==> src/rtl/mdu_pkg.sv <==
// Shared definitions for the multiply/divide unit: op codes, FSM states, divide latency.
package mdu_pkg;

  localparam int unsigned DivCyclesDefault = 32;

  typedef enum logic [2:0] {
    OpMult  = 3'd0,
    OpMultu = 3'd1,
    OpDiv   = 3'd2,
    OpDivu  = 3'd3,
    OpMthi  = 3'd4,
    OpMtlo  = 3'd5
  } op_e;

  typedef enum logic [1:0] {
    StIdle = 2'd0,
    StMul  = 2'd1,
    StDiv  = 2'd2,
    StWb   = 2'd3
  } state_e;

endpackage

==> src/rtl/mdu_if.sv <==
// Request/response bundle between the pipeline and the multiply/divide controller.
interface mdu_if;
  logic        op_valid;
  logic [2:0]  op_code;
  logic [31:0] src_a;
  logic [31:0] src_b;
  logic        flush;
  logic        op_ready;
  logic        busy;
  logic [1:0]  wen_hiol;
  logic [63:0] data_out;

  modport master (
    output op_valid, op_code, src_a, src_b, flush,
    input  op_ready, busy, wen_hiol, data_out
  );

  modport slave (
    input  op_valid, op_code, src_a, src_b, flush,
    output op_ready, busy, wen_hiol, data_out
  );
endinterface

==> src/rtl/mdu_div.sv <==
// Iterative unsigned restoring divider, one quotient bit per cycle.
// done_o is high during the cycle that produces the final quotient bit.
module mdu_div #(
    parameter int unsigned Cycles = 32
) (
    input  logic        clk_i,
    input  logic        rst_i,
    input  logic        start_i,
    input  logic        cancel_i,
    input  logic [31:0] dividend_i,
    input  logic [31:0] divisor_i,
    output logic        done_o,
    output logic [31:0] quotient_o,
    output logic [31:0] remainder_o
);

    localparam int unsigned CntW = $clog2(Cycles + 1);

    logic [CntW-1:0] cnt_q, cnt_d;
    logic [31:0]     quo_q, quo_d;
    logic [31:0]     rem_q, rem_d;
    logic [31:0]     dsr_q, dsr_d;
    logic [32:0]     shifted;
    logic [33:0]     diff;

    assign shifted = {rem_q, quo_q[31]};
    assign diff    = {1'b0, shifted} - {2'b00, dsr_q};

    always_comb begin
        cnt_d = cnt_q;
        quo_d = quo_q;
        rem_d = rem_q;
        dsr_d = dsr_q;
        if (start_i) begin
            cnt_d = CntW'(Cycles);
            quo_d = dividend_i;
            rem_d = '0;
            dsr_d = divisor_i;
        end else if (cancel_i) begin
            cnt_d = '0;
        end else if (cnt_q != '0) begin
            cnt_d = cnt_q - CntW'(1);
            quo_d = {quo_q[30:0], ~diff[33]};
            rem_d = diff[33] ? shifted[31:0] : diff[31:0];
        end
    end

    always_ff @(posedge clk_i) begin
        if (rst_i) begin
            cnt_q <= '0;
            quo_q <= '0;
            rem_q <= '0;
            dsr_q <= '0;
        end else begin
            cnt_q <= cnt_d;
            quo_q <= quo_d;
            rem_q <= rem_d;
            dsr_q <= dsr_d;
        end
    end

    assign done_o      = (cnt_q == CntW'(1));
    assign quotient_o  = quo_q;
    assign remainder_o = rem_q;

endmodule

==> src/rtl/mdu_ctrl.sv <==
// HI/LO multiply/divide controller: accepts one op at a time, sequences MUL/DIV
// and emits a single write-back cycle with HI/LO enables.
module mdu_ctrl
  import mdu_pkg::*;
#(
    parameter int unsigned DIV_CYCLES = DivCyclesDefault
) (
    input logic  clk,
    input logic  rst,
    mdu_if.slave bus
);

    state_e      state_q, state_d;
    logic        accept, op_known, is_mul, is_div, div_zero, sgn;
    logic [32:0] a_q, b_q;
    logic [1:0]  wen_q;
    logic        is_div_q, q_neg_q, r_neg_q;
    logic [63:0] res_q;
    logic signed [65:0] a_ext, b_ext, prod;
    logic [31:0] div_a, div_b, div_quo, div_rem, quo_fix, rem_fix;
    logic        div_done;

    assign op_known = (bus.op_code <= OpMtlo);
    assign is_mul   = (bus.op_code == OpMult) || (bus.op_code == OpMultu);
    assign is_div   = (bus.op_code == OpDiv) || (bus.op_code == OpDivu);
    assign div_zero = (bus.src_b == '0);
    assign sgn      = (bus.op_code == OpMult) || (bus.op_code == OpDiv);
    assign accept   = bus.op_valid && bus.op_ready && op_known;

    always_ff @(posedge clk) begin
        if (rst) state_q <= StIdle;
        else     state_q <= state_d;
    end

    always_comb begin
        state_d = state_q;
        unique case (state_q)
            StIdle: if (accept) begin
                if (is_mul)                  state_d = StMul;
                else if (is_div && !div_zero) state_d = StDiv;
                else                          state_d = StWb;
            end
            StMul:  state_d = StWb;
            StDiv:  if (div_done) state_d = StWb;
            StWb:   state_d = StIdle;
            default: state_d = StIdle;
        endcase
        if (bus.flush && state_q != StIdle) state_d = StIdle;
    end

    // Magnitudes feed the unsigned divider; signs are restored on the way out.
    assign div_a = (sgn && bus.src_a[31]) ? -bus.src_a : bus.src_a;
    assign div_b = (sgn && bus.src_b[31]) ? -bus.src_b : bus.src_b;

    mdu_div #(
        .Cycles (DIV_CYCLES)
    ) u_div (
        .clk_i       (clk),
        .rst_i       (rst),
        .start_i     (accept && is_div && !div_zero),
        .cancel_i    (bus.flush && state_q != StIdle),
        .dividend_i  (div_a),
        .divisor_i   (div_b),
        .done_o      (div_done),
        .quotient_o  (div_quo),
        .remainder_o (div_rem)
    );

    assign a_ext = {{33{a_q[32]}}, a_q};
    assign b_ext = {{33{b_q[32]}}, b_q};
    assign prod  = a_ext * b_ext;

    always_ff @(posedge clk) begin
        if (rst) begin
            a_q      <= '0;
            b_q      <= '0;
            wen_q    <= '0;
            is_div_q <= 1'b0;
            q_neg_q  <= 1'b0;
            r_neg_q  <= 1'b0;
            res_q    <= '0;
        end else begin
            if (accept) begin
                a_q      <= {sgn && bus.src_a[31], bus.src_a};
                b_q      <= {sgn && bus.src_b[31], bus.src_b};
                is_div_q <= is_div;
                q_neg_q  <= sgn && is_div && (bus.src_a[31] ^ bus.src_b[31]);
                r_neg_q  <= sgn && is_div && bus.src_a[31];
                if (bus.op_code == OpMthi)      wen_q <= 2'b01;
                else if (bus.op_code == OpMtlo) wen_q <= 2'b10;
                else if (is_div && div_zero)    wen_q <= 2'b00;
                else                            wen_q <= 2'b11;
                if (!is_mul && !is_div) res_q <= {bus.src_a, bus.src_a};
            end
            if (state_q == StMul) res_q <= prod[63:0];
        end
    end

    assign quo_fix = q_neg_q ? -div_quo : div_quo;
    assign rem_fix = r_neg_q ? -div_rem : div_rem;

    always_comb begin
        bus.op_ready = (state_q == StIdle) && !bus.flush && !rst;
        bus.busy     = (state_q != StIdle) && !rst;
        bus.wen_hiol = (state_q == StWb && !bus.flush && !rst) ? wen_q : 2'b00;
        bus.data_out = res_q;
        if (rst)                               bus.data_out = '0;
        else if (is_div_q && state_q == StWb)  bus.data_out = {rem_fix, quo_fix};
    end

endmodule

==> src/flat_wrapper.sv <==
// flat-port wrapper written by rule: the top's interface ports become plain ports
module mdu_ctrl_flat import mdu_pkg::*;
#(
    parameter int unsigned DIV_CYCLES = DivCyclesDefault
)
  (clk, rst, bus_op_valid, bus_op_code, bus_src_a, bus_src_b, bus_flush, bus_op_ready, bus_busy, bus_wen_hiol, bus_data_out);
  mdu_if bus_i ();
  input logic clk;
  input logic rst;
  input wire logic [$bits(bus_i.op_valid)-1:0] bus_op_valid;
  input wire logic [$bits(bus_i.op_code)-1:0] bus_op_code;
  input wire logic [$bits(bus_i.src_a)-1:0] bus_src_a;
  input wire logic [$bits(bus_i.src_b)-1:0] bus_src_b;
  input wire logic [$bits(bus_i.flush)-1:0] bus_flush;
  output wire logic [$bits(bus_i.op_ready)-1:0] bus_op_ready;
  output wire logic [$bits(bus_i.busy)-1:0] bus_busy;
  output wire logic [$bits(bus_i.wen_hiol)-1:0] bus_wen_hiol;
  output wire logic [$bits(bus_i.data_out)-1:0] bus_data_out;
  assign bus_i.op_valid = bus_op_valid;
  assign bus_i.op_code = bus_op_code;
  assign bus_i.src_a = bus_src_a;
  assign bus_i.src_b = bus_src_b;
  assign bus_i.flush = bus_flush;
  assign bus_op_ready = bus_i.op_ready;
  assign bus_busy = bus_i.busy;
  assign bus_wen_hiol = bus_i.wen_hiol;
  assign bus_data_out = bus_i.data_out;
  mdu_ctrl #(.DIV_CYCLES(DIV_CYCLES)) u_core (.clk(clk), .rst(rst), .bus(bus_i));
endmodule
==> config.mk <==
export PLATFORM = sky130hd
export DESIGN_NAME = mdu_ctrl_flat
export DESIGN_NICKNAME = d
export VERILOG_FILES = /design/src/rtl/mdu_pkg.sv /design/src/rtl/mdu_if.sv /design/src/rtl/mdu_div.sv /design/src/rtl/mdu_ctrl.sv /design/src/flat_wrapper.sv
export SDC_FILE = /design/constraint.sdc
export NUM_CORES = 2
export LEC_CHECK = 0
export BUFFER_PORTS_ARGS = -buffer_cell sky130_fd_sc_hd__buf_2
export CAP_MARGIN = 15
export CORE_MARGIN = 3
export CORE_UTILIZATION = 40
export DETAILED_ROUTE_END_ITERATION = 10
export SLEW_MARGIN = 20
export SYNTH_ARGS = -nofsm -noshare
export SYNTH_HDL_FRONTEND = slang
export SYNTH_HIERARCHICAL = 1
export SYNTH_SLANG_ARGS = --single-unit
==> constraint.sdc <==
create_clock -name clk -period 19.88 [get_ports clk]
set_clock_uncertainty 0.2 [all_clocks]
set_input_delay 0.994 -clock clk [delete_from_list [all_inputs] [get_ports clk]]
set_output_delay 0.994 -clock clk [all_outputs]
set_load 0.02 [all_outputs]
==> results.yml <==
sta:
  drv_slew: 0
  finalSetupTns_ns: 0
  rsz0062_at_grt: "false"
  hold_viol_final: 0
  relSlewSlack: 0.260
  whs_ns: 0.254
  worst_slew_pin_slew_ns: 1.11
  fin_crit_sh: 0.445
  max_freq_mhz: 113
  period_needed_ns: 8.84
  setup_viol: 0
worst_setup_path:
  required_ns: 20.13
  reg2regPathDepth: 24
  crit_chain: "nand2_1 > inv_1 > fa_1 > fa_1 > fa_1 > fa_1 > inv_1 > fa_1 > inv_1 > fa_1 > inv_1 > fa_1 > fa_1 > inv_1 > ha_1 > a21o_1 > a21o_1 > a21o_1 > a21oi_1 > o21ai_0 > a21o_1 > a21o_1 > a31o_2 > a2111oi_0"
  worstReg2RegEnd: "u_core/res_q[63]"
  endpoint: "u_core/res_q[63]"
  crit_start: "u_core/b_q[0]"
  crit_cells: 24
  critical-path-top-delay-family: "adder cells"
  critPathLaunchType: "flop"
  cp_max_fo: 18
  timing.critical_path.mode_cell: "fa_1"
  critPathSlowestCell: "fa_1"
  criticalPathCategory: "flop to flop"
  crit_arrival_ns: 9.09
  path_buf_inv: 5
  end_kind: "flop"
  cp_slowest_stage_delay_ns: 0.84
  r2r_start: "u_core/b_q[0]"
  r2r_slack_ns: 11.04
synth:
  synth_nets: 7694
  syn-cell-area_um2: 53500
  synthAdderAreaFrac: 0.481
  muxShareOfSynthArea: 0.00713
  ys_ff_latch: 239
  ys.flop_type: "dfxtp_1"
  synth_top_cell_by_area: "fa_1"
  async_reset_ff_frac: 0
  synth_xor_area_frac: 0.0353
  synth_top_area_frac: 0.421
  synthSimpleGateAreaFrac: 0.184
  synthDistinctLibCells: 82
  yosys_warnings: 6
  synth_edf_count: 0
  synth_compound_area_frac: 0.0941
  postSynthAreaPerCell_um2: 8.58
  synthTopCellsByArea: "fa_1 (42%), dfxtp_1 (8.9%), inv_1 (8.3%)"
  netlist_instances: 6242
  synth_top_family_by_area: "adder cells"
  seq_area_frac_synth: 0.0894
pwr:
  p_int_mw: 1.31
  p_per_area_nw_per_um2: 43.5
  netSwitchingPower_mw: 1.16
  pwr-share-comb: 0.508
  p_leak_nw: 27.5
  switching_share: 0.469
  seq_power_share: 0.261
  ir_drop_v: 0.0000978
  power_frac_clock: 0.231
place:
  dp_cells: 7851
  portBuffers: 138
  dp_hpwl_um: 125000
  gp_congestion: 0.923
  dpl-instance-area_um2: 55700
floorplan:
  die_w_um: 372
  die_area_um2: 138000
  rows: 133
  pin_count: 139
  core_area_um2: 132000
  start_util: 0.405
  fp.dieH_um: 372
clock_network:
  cts_tree: "yes"
  clock_path_buffers: 3
  cts_made_buffers: 30
  clk_pin_slew_ns: 0.06
  htree_levels: 1
  cts-root-buf: "clkbuf_16"
  clkLatencyLatePin_ns: 0.57
  cts_sinks: 239
  cts_resized: 0
  ctsHoldBuffers: 0
  cts_setup_buffers: 0
route:
  via_per_inst: 5.32
  dr.first_iter.drc_count: 3066
  wl_per_cell_um: 19.8
  drc: 0
  vias: 42059
  dr.pass1.iters: 6
  ant_nets: 0
  routed_wirelength_um: 157000
grt:
  grt_usage: 0.228
  antenna_found_initial: 3
  grt-ovfl-total: 0
  grt_max_degree: 123
  grt_first_pass_wirelength_um: 248000
  grt_pass1_vias: 43553
final_layout:
  fin_nets: 7580
  seqCellArea_um2: 4790
  multi_input_area_um2: 42900
  fin_area_um2: 56700
  layout-drive-gt1-share: 0.0536
  areaGrowthSynthToFinish_pct: 5.95
  nFillCells: 13297
  final_cells: 7908
outcome:
  outcome: "completed"
flow_run:
  max_cap_violations: 0
hold_path:
  hold_path.class: "flop to flop"
[cell usage in the layout (no fill, tap or decap), types with 11 or more instances in the layout]
cell / Yosys / final
nor2_1: 229 / 228
mux2i_1: 37 / 37
nand3_1: 81 / 81
a211oi_1: 104 / 104
xor2_1: 102 / 102
o21bai_1: 15 / 15
nor4_1: 13 / 13
o31ai_1: 31 / 31
inv_1: 1184 / 1184
nor3_1: 35 / 35
a221oi_1: 11 / 11
dfxtp_1: 239 / 236
buf_2: 8 / 137
or3_1: 33 / 33
a31oi_1: 18 / 18
a311oi_1: 19 / 19
o21a_1: 15 / 15
or4_1: 15 / 15
ha_1: 255 / 254
nand2_1: 916 / 915
fa_1: 1126 / 1126
nor2b_1: 39 / 38
o21ai_0: 108 / 108
xnor2_1: 114 / 114
a21oi_1: 297 / 295
nand4_1: 22 / 22
o211ai_1: 24 / 24
a21o_1: 49 / 48
nand2b_1: 20 / 19
and3_1: 26 / 26
clkbuf_16: 0 / 31
and2_1: 551 / 550
buf_4: 3 / 84
[tightest hold or removal path: cells and delay by family, from the launching register on]
family | cells | cell delay [ns]
compound gates | 1 | 0.05
simple gates | 1 | 0.05
flops | 1 | 0.31
[Yosys cell counts (7+ instances only)]
cell and instances:
a21o_1 49, and3_1 26, or3_1 33, a311oi_1 19, nand2b_1 20, o2111ai_1 8
ha_1 255, o31a_1 9, or2_2 9, o21a_1 15, nor2b_1 39, xor2_1 102
o31ai_1 31, nand4_1 22, inv_1 1184, nor3_1 35, o21bai_1 15, nand3_1 81
nor3b_1 7, a21oi_1 297, o211ai_1 24, xnor2_1 114, mux2i_1 37, or4_1 15
dfxtp_1 239, o21ai_0 108, a31oi_1 18, a211oi_1 104, buf_2 8, clkbuf_1 344
a221oi_1 11, nand2_1 916, fa_1 1126, buf_1 10, nor4_1 13, a2111oi_0 9
nand3b_1 8, o22ai_1 9, and2_1 551, nor2_1 229
[registers in the layout (all words and copies together) (netlist names), 2 cells and up]
register                  count
u_core/a_q                   33
u_core/u_div/quotient_o      32
u_core/state_q                2
u_core/res_q                 64
u_core/u_div/dsr_q           32
u_core/wen_q                  2
u_core/u_div/remainder_o     32
u_core/b_q                   33
u_core/u_div/cnt_q            6
[cell families (layout without fill, tap and decap cells)]
| logic type | Yosys count | count (layout) |
|---|---|---|
| fa+ha+maj | 1381 | 1381 |
| mux | 38 | 38 |
| buf+inv | 1552 | 1462 |
| compound gates | 786 | 786 |
| xor+xnor | 216 | 216 |
| simple gates | 2030 | 2030 |
| flops | 239 | 239 |
| other cells | 0 | 1 |
[power by group through the flow]
| stage | sequential, mW | combinational [mW] | clock, mW |
|---|---|---|---|
| floorplan | 0.610 | 0.888 | 0 |
| global placement | 0.648 | 1.22 | 0 |
| detailed placement | 0.649 | 1.23 | 0 |
| CTS | 0.639 | 1.24 | 0.577 |
| global route | 0.648 | 1.36 | 0.597 |
| finish | 0.643 | 1.25 | 0.570 |
[worst min-delay path by stage]
| stage | startpoint | endpoint | slack (ns) | cells after the start |
|---|---|---|---|---|
| 2_1_floorplan | u_core/res_q[31] | u_core/res_q[31] | 0.25 | 2 |
| 3_3_place_gp | u_core/b_q[10] | u_core/b_q[10] | 0.24 | 2 |
| 3_5_place_dp | u_core/b_q[3] | u_core/b_q[3] | 0.25 | 2 |
| 4_1_cts | u_core/a_q[17] | u_core/a_q[17] | 0.26 | 2 |
| 5_1_grt | u_core/a_q[14] | u_core/a_q[14] | 0.28 | 2 |
| 6_report | u_core/b_q[24] | u_core/b_q[24] | 0.25 | 2 |
[metrics by stage]
| step | setup slack [ns] | util | power, mW |
|---|---|---|---|
| 3_3_place_gp | 10.94 | 0.422 | 1.87 |
| 5_1_grt | 10.58 | 0.429 | 2.61 |
| 6_report | 11.04 | 0.429 | 2.47 |
| 3_5_place_dp | 10.73 | 0.422 | 1.88 |
| 4_1_cts | 10.68 | 0.429 | 2.45 |
| 2_1_floorplan | 11.99 | - | 1.50 |
[metal layers]
layer  routed length [um]  part of all wire  vias to the layer above  GRT usage
li1                     -                 -                    18859          -
met1                65900              0.42                    21648      0.306
met2                77500              0.49                     1325      0.394
met3                 8450             0.054                      227     0.0212
met4                 4790             0.031                        0     0.0618
met5                    0                 0                        -          0
[layout make-up]
cell class,count,area share
flip-flops and latches,239,0.0844
clock inverters,9,0.00179
repair buffers,222,0.0234
diodes,1,0.0000441
inverters,1184,0.0784
well taps,1755,0.0387
multi-input cells,4451,0.757
clock buffers,47,0.0161
No activity file was read; power rests on OpenSTA's default activity.
